--- src/rtl/pts_tx_pkg.sv ---
// Shared types and constants for the flex_pts_tx serial transmitter.
package pts_tx_pkg;

  // Transmitter FSM states; PARITY is only reachable when parity is built in.
  typedef enum logic [2:0] {
    IDLE   = 3'd0,
    START  = 3'd1,
    DATA   = 3'd2,
    PARITY = 3'd3,
    STOP   = 3'd4
  } pts_state_e;

  // Level of the serial line when nothing is being sent (and in the stop bit).
  localparam logic IDLE_LEVEL = 1'b1;

endpackage

--- src/rtl/flex_counter.sv ---
// Reusable up-counter with synchronous clear, count enable and a
// programmable wrap value. rollover_flag is high while the count sits at
// rollover_val, so an enabled count in that cycle wraps back to zero and the
// next period starts without a gap.
module flex_counter #(
  parameter int WIDTH = 4
) (
  input  logic             clk,
  input  logic             n_rst,
  input  logic             clear,
  input  logic             count_enable,
  input  logic [WIDTH-1:0] rollover_val,
  output logic             rollover_flag
);

  logic [WIDTH-1:0] count_q;
  logic [WIDTH-1:0] count_d;

  // Next count: clear wins, otherwise step and wrap at rollover_val.
  always_comb begin
    count_d = count_q;
    if (clear) begin
      count_d = '0;
    end else if (count_enable) begin
      if (count_q == rollover_val) begin
        count_d = '0;
      end else begin
        count_d = count_q + WIDTH'(1);
      end
    end
  end

  // Count register, zeroed asynchronously on reset.
  always_ff @(posedge clk or negedge n_rst) begin
    if (!n_rst) begin
      count_q <= '0;
    end else begin
      count_q <= count_d;
    end
  end

  assign rollover_flag = (count_q == rollover_val);

endmodule

--- src/rtl/flex_pts_tx.sv ---
// Parallel-to-serial framed transmitter: start bit (0), NUM_BITS data bits,
// optional even-parity bit, stop bit (1); each bit lasts BIT_PERIOD clocks.
// Build option: define FLEX_PTS_TX_PARITY_EN to insert the PARITY bit.
//
// state  | meaning
// IDLE   | line high, waiting for a word, data_ready high
// START  | driving the start bit (0)
// DATA   | driving the shift-register end bit, shifting at each boundary
// PARITY | driving even parity of the captured word (parity builds only)
// STOP   | driving the stop bit (1); last cycle may accept the next word
module flex_pts_tx
  import pts_tx_pkg::*;
#(
  parameter int NUM_BITS   = 8,
  parameter int SHIFT_MSB  = 1,
  parameter int BIT_PERIOD = 4
) (
  input  logic                clk,
  input  logic                n_rst,
  input  logic [NUM_BITS-1:0] data_in,
  input  logic                data_valid,
  output logic                data_ready,
  output logic                serial_out,
  output logic                busy,
  output logic                frame_done
);

  localparam int BW = (BIT_PERIOD > 1) ? $clog2(BIT_PERIOD) : 1;
  localparam int CW = $clog2(NUM_BITS);
  localparam logic [BW-1:0] BP_LAST = BW'(BIT_PERIOD - 1);
  localparam logic [CW-1:0] NB_LAST = CW'(NUM_BITS - 1);

  pts_state_e          state_q;
  logic [NUM_BITS-1:0] shreg_q;
  logic                serial_q;
  logic                busy_q;
`ifdef FLEX_PTS_TX_PARITY_EN
  logic                parity_q;
`endif

  logic                bit_end;
  logic                last_bit;
  logic                accept;
  logic                shift_end;
  logic                next_end;
  logic [NUM_BITS-1:0] shift_nxt;

  // Bit-period timer: held at zero in IDLE, wraps at every bit boundary.
  flex_counter #(.WIDTH(BW)) u_bit_timer (
    .clk           (clk),
    .n_rst         (n_rst),
    .clear         (state_q == IDLE),
    .count_enable  (state_q != IDLE),
    .rollover_val  (BP_LAST),
    .rollover_flag (bit_end)
  );

  // Data-bit counter: advances once per finished data bit, idle outside DATA.
  flex_counter #(.WIDTH(CW)) u_bit_count (
    .clk           (clk),
    .n_rst         (n_rst),
    .clear         (state_q != DATA),
    .count_enable  ((state_q == DATA) && bit_end),
    .rollover_val  (NB_LAST),
    .rollover_flag (last_bit)
  );

  // Shift direction: the line always shows one end of the register and the
  // register refills with ones from the other end.
  if (SHIFT_MSB != 0) begin : g_msb_first
    assign shift_end = shreg_q[NUM_BITS-1];
    assign next_end  = shreg_q[NUM_BITS-2];
    assign shift_nxt = {shreg_q[NUM_BITS-2:0], 1'b1};
  end else begin : g_lsb_first
    assign shift_end = shreg_q[0];
    assign next_end  = shreg_q[1];
    assign shift_nxt = {1'b1, shreg_q[NUM_BITS-1:1]};
  end

  // The final stop cycle doubles as an accept slot so frames can abut.
  assign data_ready = (state_q == IDLE) || ((state_q == STOP) && bit_end);
  assign accept     = data_valid && data_ready;
  assign frame_done = (state_q == STOP) && bit_end;
  assign serial_out = serial_q;
  assign busy       = busy_q;

  // Frame sequencer with registered line and busy outputs.
  always_ff @(posedge clk or negedge n_rst) begin
    if (!n_rst) begin
      state_q  <= IDLE;
      shreg_q  <= '1;
      serial_q <= IDLE_LEVEL;
      busy_q   <= 1'b0;
`ifdef FLEX_PTS_TX_PARITY_EN
      parity_q <= 1'b0;
`endif
    end else begin
      case (state_q)
        IDLE: begin
          if (accept) begin
            state_q  <= START;
            shreg_q  <= data_in;
            serial_q <= 1'b0;
            busy_q   <= 1'b1;
`ifdef FLEX_PTS_TX_PARITY_EN
            parity_q <= ^data_in;
`endif
          end
        end
        START: begin
          if (bit_end) begin
            state_q  <= DATA;
            serial_q <= shift_end;
          end
        end
        DATA: begin
          if (bit_end) begin
            shreg_q <= shift_nxt;
            if (last_bit) begin
`ifdef FLEX_PTS_TX_PARITY_EN
              state_q  <= PARITY;
              serial_q <= parity_q;
`else
              state_q  <= STOP;
              serial_q <= IDLE_LEVEL;
`endif
            end else begin
              serial_q <= next_end;
            end
          end
        end
`ifdef FLEX_PTS_TX_PARITY_EN
        PARITY: begin
          if (bit_end) begin
            state_q  <= STOP;
            serial_q <= IDLE_LEVEL;
          end
        end
`endif
        STOP: begin
          if (bit_end) begin
            if (accept) begin
              state_q  <= START;
              shreg_q  <= data_in;
              serial_q <= 1'b0;
              busy_q   <= 1'b1;
`ifdef FLEX_PTS_TX_PARITY_EN
              parity_q <= ^data_in;
`endif
            end else begin
              state_q  <= IDLE;
              serial_q <= IDLE_LEVEL;
              busy_q   <= 1'b0;
            end
          end
        end
        default: begin
          state_q  <= IDLE;
          serial_q <= IDLE_LEVEL;
          busy_q   <= 1'b0;
        end
      endcase
    end
  end

endmodule
--- config.mk ---
export PLATFORM = sky130hd
export DESIGN_NAME = flex_pts_tx
export DESIGN_NICKNAME = d
export VERILOG_FILES = /design/src/rtl/pts_tx_pkg.sv /design/src/rtl/flex_counter.sv /design/src/rtl/flex_pts_tx.sv
export SDC_FILE = /design/constraint.sdc
export NUM_CORES = 1
export LEC_CHECK = 0
export CORE_UTILIZATION = 57
export CTS_CLUSTER_DIAMETER = 30
export DETAILED_ROUTE_END_ITERATION = 6
export MAX_ROUTING_LAYER = met4
export PLACE_DENSITY = 0.94
export SKIP_CTS_REPAIR_TIMING = 1
export SYNTH_ARGS = -nofsm -noshare
export SYNTH_HDL_FRONTEND = slang
export SYNTH_HIERARCHICAL = 1
export SYNTH_SLANG_ARGS = --single-unit
--- constraint.sdc ---
create_clock -name clk -period 5.29 [get_ports clk]
set_clock_uncertainty 0.2 [all_clocks]
set_input_delay 1.058 -clock clk [delete_from_list [all_inputs] [get_ports clk]]
set_output_delay 1.058 -clock clk [all_outputs]
set_load 0.05 [all_outputs]
==> flow_summary.ini <==
[status]
status = complete, no violations

[cts]
cts_htree_levels = 1
cts_buffer_depth = 2
clock_sinks = 18
cts_tree = done
cts.clk_slew.worst_paths_ps = 110
cts-root-buf = clkbuf_4
clkLatencyLatePin_ps = 290
cts-buffers-inserted = 3

[grt]
grt_pass1_wl_mm = 3.43
grt_max_degree = 19
track_usage_pct = 23.4
gr-total-overflow = 0
first_global_vias = 778
antenna_found_initial = 0

[floorplan]
die_w_um = 45.9
initial_core_util_pct = 62.3
die_h_um = 45.9
top_level_ports = 15
core_area_um2 = 1760
rows = 15
die_area_um2 = 2110

[synthesis]
synth_ff_type = dfstp_2
synthArstFlopShare_pct = 100
seq_area_frac_synth_pct = 42.0
synthDistinctLibCells = 34
synth_area_um2 = 1100
yosys_warnings = 6
synth_seq_cells = 18
synth_edf_count = 0
syn_avg_cell_area_um2 = 9.31
synthCells = 118

[drt]
wl_per_cell_um = 13.0
num_vias = 892
drt-initial-drc-count = 7
dr.pass1.iters = 6
avgViaCountPerCell = 5.44
antenna_left = 0
wl_mm = 2.14
drc = 0

[worst_setup_path]
cpPeakStageDelay_ps = 830
end_kind = output port
crit_fanout = 12
worstPathRequired_ps = 4030
cp_slowest_cell = clkdlybuf4s50_1
crit_chain = xor2_1 > nor2_1 > nor2b_1 > nor3_1 > clkdlybuf4s50_1
path_class = flip-flop to output port
crit_path_start_kind = flip-flop
arrival_ps = 2690

[timing]
finalCritPeriodShare_pct = 74.7
whs_ps = 287
worst_pin_slew_ps = 828
fmax_mhz = 253
slew_violations = 0
finalSetupTns_ps = 0
setup_violations = 0
hold_viol_final = 0
relSlewSlack_pct = 44.6
fin_crit_ps = 3950
rsz0062_at_grt = no

[power]
power_frac_comb_pct = 45.9
p_clk_share_pct = 12.5
cell_internal_pwr_w = 0.000381
ir_worst_vdd_mv = 0.353
switching_share_pct = 42.3
power_leakage_nw = 0.555
seq_power_share_pct = 41.5
power.switching_w = 0.000280
power.density_nw_per_um2 = 505

[cells_and_area]
layout_commonest_cell = clkdlybuf4s50_1
drive_gt1_share_pct = 12.9
nets = 152
fillers = 148
antennaDiodeCount = 0
mostFrequentLayoutCells = clkdlybuf4s50_1 (14), o21ai_0 (13), nand2_1 (12), mux2i_1 (10), conb_1 (10)
area_growth_pct = 19.0

[placement]
io_buffers = 14
dp_hpwl_mm = 1.55
place.gp.congestion = 0.812

[flow_run]
drv_cap = 0

[min_path]
hold_class = flip-flop to flip-flop
-- power by group through the flow --
| stage | combinational (W) | sequential, W | clock (W) |
|---|---|---|---|
| final | 0.000304 | 0.000274 | 0.0000829 |
| after global routing | 0.000338 | 0.000284 | 0.0000916 |
| after CTS | 0.000306 | 0.000274 | 0.0000841 |
| after detailed placement | 0.000305 | 0.000276 | 0 |
| after global placement | 0.000286 | 0.000269 | 0 |
| after floorplan | 0.000248 | 0.000264 | 0 |
-- cell type report --
class | count | area [um2] | share of cell area [%]
clock buffers | 4 | 36.3 | 2.78
inverters | 5 | 18.8 | 1.44
well taps | 25 | 31.3 | 2.39
flip-flops and latches | 18 | 462 | 35.3
repair buffers | 15 | 148 | 11.3
multi-input cells | 97 | 612 | 46.8
-- registers in the layout (all words and copies together), names as in the netlist --
register             count
shreg_q                  8
busy                     1
u_bit_count/count_q      3
state_q                  3
serial_out               1
u_bit_timer/count_q      2
-- cell families after synthesis --
group / synth area share (%)
xor gates and xnor gates: 3.99
other: 0.341
muxes: 11.2
DFF: 42.0
and+or+nand+nor: 17.5
buffers and inverters: 5.35
adders and majority gates: 1.14
AOI/OAI and AO/OA: 18.5
-- per-layer routing --
layer	part of all wire (%)	track usage (%)
met1	42	28.1
met2	54	41.7
met3	4.1	4.37
met4	0	2.35
met5	0	-
-- worst max-delay path: cells and delay by family (launching register included) --
family / cells / cell delay, ps
buffers and inverters: 1 / 830
and+or+nand+nor: 3 / 1050
DFF: 1 / 440
xor gates and xnor gates: 1 / 90
-- through the flow --
stage	area (um2)	total power, W	worst slack, ps	cells	util [%]
floorplan	1130	0.000512	2300	127	-
global placement	1270	0.000555	1850	160	72.1
detailed placement	1270	0.000581	1650	160	72.1
CTS	1310	0.000664	1330	164	74.1
global route	1310	0.000713	1170	164	74.1
finish	1310	0.000661	1340	164	74.1
-- cell usage after synthesis, drive strengths merged, types with 2 or more instances --
| library cell | number | area share, % |
|---|---|---|
| a21oi | 9 | 4.1 |
| buf | 6 | 3.3 |
| dfrtp | 9 | 21 |
| dfstp | 9 | 22 |
| inv | 5 | 1.7 |
| mux2 | 2 | 2.0 |
| mux2i | 10 | 9.1 |
| nand2 | 12 | 4.1 |
| nand2b | 5 | 2.8 |
| nor2 | 7 | 2.4 |
| nor2b | 3 | 1.7 |
| nor3 | 4 | 1.8 |
| o21ai | 13 | 5.9 |
| o311ai | 2 | 1.6 |
| xor2 | 5 | 4.0 |
-- path summary, 6_finish.rpt --
check / start / end / slack (ps) / depth (start not counted)
worst max-delay path: u_bit_timer/count_q[0]$_DFFE_PN0P_ / data_ready / 1340 / 5
worst min-delay path: shreg_q[0]$_DFFE_PN1P_ / shreg_q[0]$_DFFE_PN1P_ / 290 / 2
max in group asynchronous: n_rst / u_bit_timer/count_q[1]$_DFFE_PN0P_ / 3360 / 1
min in group asynchronous: n_rst / state_q[0]$_DFFE_PN0P_ / 1020 / 1
worst min register to register: shreg_q[0]$_DFFE_PN1P_ / shreg_q[0]$_DFFE_PN1P_ / 290 / 2
worst max register to register: u_bit_timer/count_q[0]$_DFFE_PN0P_ / shreg_q[7]$_DFFE_PN1P_ / 3090 / 5
No activity file was read; power rests on OpenSTA's default activity.
